File: src/rtl/sseg_pkg.sv
// sseg_pkg: shared constants and leading-zero blank mask for the seven-segment display blocks
package sseg_pkg;
    localparam int SSEG_NUM_DIGITS = 4;
    localparam int DIGIT_W = 4;
    localparam int MAX_DIGITS = 8;
    localparam logic [MAX_DIGITS-1:0] AN_OFF = '1;

    // bit i set when digit i is nonzero-indexed and nibbles i..n_digits-1 are all zero
    function automatic logic [MAX_DIGITS-1:0] blank_mask(
        input logic [DIGIT_W*MAX_DIGITS-1:0] shadow,
        input int n_digits
    );
        logic zero_run;
        blank_mask = '0;
        zero_run = 1'b1;
        for (int i = MAX_DIGITS - 1; i > 0; i--) begin
            if (i < n_digits) begin
                zero_run = zero_run && (shadow[DIGIT_W*i +: DIGIT_W] == '0);
                blank_mask[i] = zero_run;
            end
        end
    endfunction
endpackage

File: src/rtl/sseg_digit_scan_if.sv
// sseg_digit_scan_if: data/control inputs and scan outputs of the digit scanner
interface sseg_digit_scan_if #(parameter int N_DIGITS = sseg_pkg::SSEG_NUM_DIGITS);
    import sseg_pkg::*;
    localparam int IDX_W = $clog2(N_DIGITS);
    logic [DIGIT_W*N_DIGITS-1:0] data_in;
    logic                        load;
    logic                        en;
    logic                        blank_lz;
    logic [DIGIT_W-1:0]          bcd_out;
    logic [N_DIGITS-1:0]         an_n;
    logic [IDX_W-1:0]            digit_idx;

    modport master (
        output data_in, load, en, blank_lz,
        input  bcd_out, an_n, digit_idx
    );

    modport slave (
        input  data_in, load, en, blank_lz,
        output bcd_out, an_n, digit_idx
    );
endinterface

File: src/rtl/sseg_tick_gen.sv
// sseg_tick_gen: free-running prescaler, one-cycle tick every TICK_DIV clocks
module sseg_tick_gen #(
    parameter int TICK_DIV = 50000
) (
    input  logic clk,
    input  logic rst_n,
    output logic tick
);
    localparam int CNT_W = $clog2(TICK_DIV);

    logic [CNT_W-1:0] r_cnt;

    assign tick = (r_cnt == CNT_W'(TICK_DIV - 1));

    always_ff @(posedge clk or negedge rst_n) begin
        if (!rst_n) r_cnt <= '0;
        else        r_cnt <= tick ? '0 : r_cnt + 1'b1;
    end
endmodule

File: src/rtl/sseg_digit_scan.sv
// sseg_digit_scan: multiplexed common-anode scanner feeding one nibble per digit to the decoder
module sseg_digit_scan
    import sseg_pkg::*;
#(
    parameter int N_DIGITS = SSEG_NUM_DIGITS,
    parameter int TICK_DIV = 50000
) (
    input  logic               clk,
    input  logic               rst_n,
    sseg_digit_scan_if.slave   bus
);
    localparam int IDX_W = $clog2(N_DIGITS);
    localparam int SH_W  = DIGIT_W * N_DIGITS;

    logic                  w_tick;
    logic [MAX_DIGITS-1:0] w_mask;
    logic                  w_dark;
    logic [SH_W-1:0]       r_shadow;
    logic [IDX_W-1:0]      r_idx;
    logic [DIGIT_W-1:0]    r_bcd;
    logic [N_DIGITS-1:0]   r_an;

    sseg_tick_gen #(.TICK_DIV(TICK_DIV)) u_tick (
        .clk   (clk),
        .rst_n (rst_n),
        .tick  (w_tick)
    );

    always_comb begin
        w_mask = blank_mask((DIGIT_W*MAX_DIGITS)'(r_shadow), N_DIGITS);
        w_dark = !bus.en || (bus.blank_lz && w_mask[r_idx]);
    end

    always_ff @(posedge clk or negedge rst_n) begin
        if (!rst_n) begin
            r_shadow <= '0;
            r_idx    <= '0;
        end else begin
            if (bus.load) r_shadow <= bus.data_in;
            if (w_tick)   r_idx <= (r_idx == IDX_W'(N_DIGITS - 1)) ? '0 : r_idx + 1'b1;
        end
    end

    // outputs lag shadow/index by one cycle, so an_n trails digit_idx
    always_ff @(posedge clk or negedge rst_n) begin
        if (!rst_n) begin
            r_bcd <= '0;
            r_an  <= AN_OFF[N_DIGITS-1:0];
        end else begin
            r_bcd <= r_shadow[DIGIT_W*r_idx +: DIGIT_W];
            r_an  <= w_dark ? AN_OFF[N_DIGITS-1:0] : ~(N_DIGITS'(1) << r_idx);
        end
    end

    assign bus.bcd_out   = r_bcd;
    assign bus.an_n      = r_an;
    assign bus.digit_idx = r_idx;
endmodule
File: src/flat_wrapper.sv
// flat-port wrapper written by rule: the top's interface ports become plain ports
module sseg_digit_scan_flat import sseg_pkg::*;
#(
    parameter int N_DIGITS = SSEG_NUM_DIGITS,
    parameter int TICK_DIV = 50000
)
  (clk, rst_n, bus_data_in, bus_load, bus_en, bus_blank_lz, bus_bcd_out, bus_an_n, bus_digit_idx);
  sseg_digit_scan_if #(.N_DIGITS(N_DIGITS)) bus_i ();
  input  logic clk;
  input  logic rst_n;
  input wire logic [$bits(bus_i.data_in)-1:0] bus_data_in;
  input wire logic [$bits(bus_i.load)-1:0] bus_load;
  input wire logic [$bits(bus_i.en)-1:0] bus_en;
  input wire logic [$bits(bus_i.blank_lz)-1:0] bus_blank_lz;
  output wire logic [$bits(bus_i.bcd_out)-1:0] bus_bcd_out;
  output wire logic [$bits(bus_i.an_n)-1:0] bus_an_n;
  output wire logic [$bits(bus_i.digit_idx)-1:0] bus_digit_idx;
  assign bus_i.data_in = bus_data_in;
  assign bus_i.load = bus_load;
  assign bus_i.en = bus_en;
  assign bus_i.blank_lz = bus_blank_lz;
  assign bus_bcd_out = bus_i.bcd_out;
  assign bus_an_n = bus_i.an_n;
  assign bus_digit_idx = bus_i.digit_idx;
  sseg_digit_scan #(.N_DIGITS(N_DIGITS), .TICK_DIV(TICK_DIV)) u_core (.clk(clk), .rst_n(rst_n), .bus(bus_i));
endmodule
File: config.mk
export PLATFORM = sky130hd
export DESIGN_NAME = sseg_digit_scan_flat
export DESIGN_NICKNAME = d
export VERILOG_FILES = /design/src/rtl/sseg_pkg.sv /design/src/rtl/sseg_digit_scan_if.sv /design/src/rtl/sseg_tick_gen.sv /design/src/rtl/sseg_digit_scan.sv /design/src/flat_wrapper.sv
export SDC_FILE = /design/constraint.sdc
export NUM_CORES = 1
export LEC_CHECK = 0
export BUFFER_PORTS_ARGS = -buffer_cell sky130_fd_sc_hd__buf_2
export CORE_MARGIN = 5
export CORE_UTILIZATION = 50
export DETAILED_ROUTE_END_ITERATION = 10
export GPL_TIMING_DRIVEN = 1
export MAX_ROUTING_LAYER = met4
export PLACE_DENSITY_LB_ADDON = 0.2
export SLEW_MARGIN = 20
export SYNTH_ARGS = -nofsm -noshare
export SYNTH_HDL_FRONTEND = slang
export SYNTH_SLANG_ARGS = --single-unit
export TNS_END_PERCENT = 5
File: constraint.sdc
create_clock -name clk -period 1.6 [get_ports clk]
set_input_delay 0.48 -clock clk [delete_from_list [all_inputs] [get_ports clk]]
set_output_delay 0.48 -clock clk [all_outputs]
set_load 0.05 [all_outputs]
==> metrics.txt <==
post-synthesis mux area share=15.03%; Setup Buffers After CTS=0; Comb pwr share=8.7%; worst-case clock buffer depth=2; Compound-Gate Fraction of Synth Area=2.472%; Critical Path Source Type=flop; sw frac=24.36%; final RePlAce weighted congestion=0.8115; placed cell area=2110 sq um; Detailed Routing Iterations Pass 1=4; Routed WL per cell=15.01 microns; initial antenna violation count=0; Area contributors post-synth=dfrtp_1 (51%), mux2_2 (9.6%), dfstp_2 (5.6%); Max-Cap Viols=0; Post-synth ARST share=100.0%; io pins=31; cts hold-fix bufs=0; CTS tree=built; latest clock arrival within the worst-skew pair=290 ps; max-slew violation count=0; Die Y=71.21 microns; CP Max Fanout=1; final total power=0.001983 W; CP peak stage delay=520 ps; Mapped Area=1873 sq um; # nets final=208; cell area after layout=2205 sq um; Max rail drop VDD=0.6346 mV; Finished Layout Cells=231; top-area cell type share of the netlist area=50.77%; status=complete, no violations; Yosys warning total=0; number of buffers created by CTS=5; dpl cells=223; CP arrival=1060 ps; core area=3633 sq um; number of vias per cell=5.342; Port Buffers=30; worst min path class=in -> async; final core utilization=60.67%; Clk network pwr share=33.4%; first-pass GRT wire length=6134 microns; Total Wirelength=3467 microns; Slew @ Worst Pin=394.1 ps; post-synthesis xor/xnor area fraction=5.611%; Area Growth Syn to Fin=17.70%; Slew HR=73.72%; vias in the first global route=1,338; ANT cells=0; CP max-delay cell=dfstp_2; grt ovf=0; DRC Markers=0; top cells by count, synth=dfrtp_1 (38), mux2_2 (16), nor2_1 (11); RSZ-0062 raised after global routing=yes; Buf+Inv Stages, Crit Path=1; Reg power frac=57.9%; synthesized instance count=142; Avg Inst Size Synth=13.19 sq um; Synth Area in Adders=3.340%; Switch Pwr=0.0004831 W; overall routing resource usage=16.20%; DP HPWL=2710 microns; leakage=0.9859 nW; Worst EP required=1120 ps; die area=5070 sq um; leading area contributor after synthesis=dfrtp_1; crit path kind=reg -> out; Final Critical Period=1544 ps; maximum clock frequency=0.6477 GHz; Initial Utilization=51.55%; Synth Flop Type=dfrtp_1; register area share after synthesis=56.38%; Fillers=308; clk_skew=8.647 ps; most common cell in the synthesized netlist=dfrtp_1; CP Capture Type=output pin; CTS H-tree lvls=2; final hold viol count=0; largest family of logic cells by synthesized area=multiplexers; Cell variety after synth=34; Pint=0.001500 W; family with the most delay on the worst path=flip-flops; row cnt=22; largest net degree at the start of global routing=19; fin crit share=96.50%; post-synthesis simple-gate area fraction=14.90%; share of cells above drive strength 1=39.89%; via count=1,234; Die X=71.21 microns; #FFs+latches synth=42; CTS root buf=clkbuf_8; Post-synth EDFFs=0; worst-path cell chain=buf_2; DRT iter0 DRCs=51; Worst-path clk slew=80 ps; CTS Sinks=42; DRT antenna net count=0; post-synth net total=168; power per cell area=899.6 nW/um^2; Final setup viols=0; Setup TNS=0 ps
## per-layer routing
| metal | part of all wire, % | wire length, microns | GRT usage [%] | up-vias |
|---|---|---|---|---|
| met3 | 5.2 | 180 | 4.545 | 11 |
| met1 | 40 | 1390 | 18.79 | 599 |
| met2 | 52 | 1791 | 25.71 | 37 |
| li1 | - | - | - | 587 |
| met5 | 0 | 0 | - | - |
| met4 | 3.0 | 104 | 7.933 | 0 |
## layout by cell type (no fill, tap or decap), types with 2 or more instances in the layout
master and n:
nor4_1 3, nand2_1 7, clkbuf_8 5, buf_2 30
nor4bb_1 2, dfrtp_1 37, nor3_1 3, xor2_1 4
buf_4 7, mux2_2 16, o21ai_0 3, dfstp_2 4
or4_4 2, ha_1 4, nand4_1 3, nor2_1 11
nor2b_1 2, mux4_1 3, inv_1 4, nand3_1 8
xnor2_1 8
## logic make-up after synthesis
kind of cell / Yosys count
simple gates: 48
flops: 42
mux: 20
xor+xnor: 12
buf+inv: 8
compound gates: 7
fa+ha+maj: 5
## flip-flops by register name (all words and copies together) (netlist names)
name / cells
u_core.bus.digit_idx: 2
u_core.bus.bcd_out: 4
u_core.u_tick.r_cnt: 16
u_core.r_shadow: 16
u_core.bus.an_n: 4
## what timing repair did
action / CTS / global route
setup endpoints to repair: 0 / 5
gates resized for setup: 0 / 2
endpoints found under the hold margin: 0 / 0
## power by group through the flow
| stage | logic, W | registers (W) | clock network (W) |
|---|---|---|---|
| final | 0.000173 | 0.00115 | 0.000663 |
| after global routing | 0.000189 | 0.00115 | 0.000750 |
| after CTS | 0.000177 | 0.00115 | 0.000691 |
| after detailed placement | 0.000177 | 0.00117 | 0 |
| after global placement | 0.000172 | 0.00116 | 0 |
| after floorplan | 0.0000669 | 0.00120 | 0 |
## layout make-up
cell class	count	area, sq um	area share, %
tap	48	60.06	2.724
clock inverter	2	13.76	0.6243
clock buffer	6	72.57	3.292
inverter	4	15.01	0.6810
sequential	42	1057	47.96
timing repair buffer	37	202.7	9.194
multi-input combinational	92	783.3	35.53
## path summary, 6_finish.rpt
kind | start | endpoint | slack (ps) | depth (start not counted)
hold / removal | rst_n | u_core.u_tick.r_cnt[9]$_DFF_PN0_ | 100 | 1
setup / recovery | u_core.bus.an_n[2]$_DFF_PN1_ | bus_an_n[2] | 60 | 1
hold reg to reg | u_core.u_tick.r_cnt[0]$_DFF_PN0_ | u_core.u_tick.r_cnt[0]$_DFF_PN0_ | 500 | 1
max in group asynchronous | rst_n | u_core.u_tick.r_cnt[14]$_DFF_PN0_ | 940 | 2
min in group clk | bus_en | u_core.bus.an_n[0]$_DFF_PN1_ | 370 | 2
setup reg to reg | u_core.u_tick.r_cnt[0]$_DFF_PN0_ | u_core.u_tick.r_cnt[14]$_DFF_PN0_ | 70 | 5
## through the flow
step | hold WS [ps] | worst slack [ps]
3_3_place_gp | 425.3 | 123.4
5_1_grt | 113.9 | -21.27
6_report | 100.2 | 55.98
3_5_place_dp | 428.6 | 87.93
2_1_floorplan | 184.4 | 34.59
4_1_cts | 99.91 | 36.58
Power figures use the tool's default switching activity.
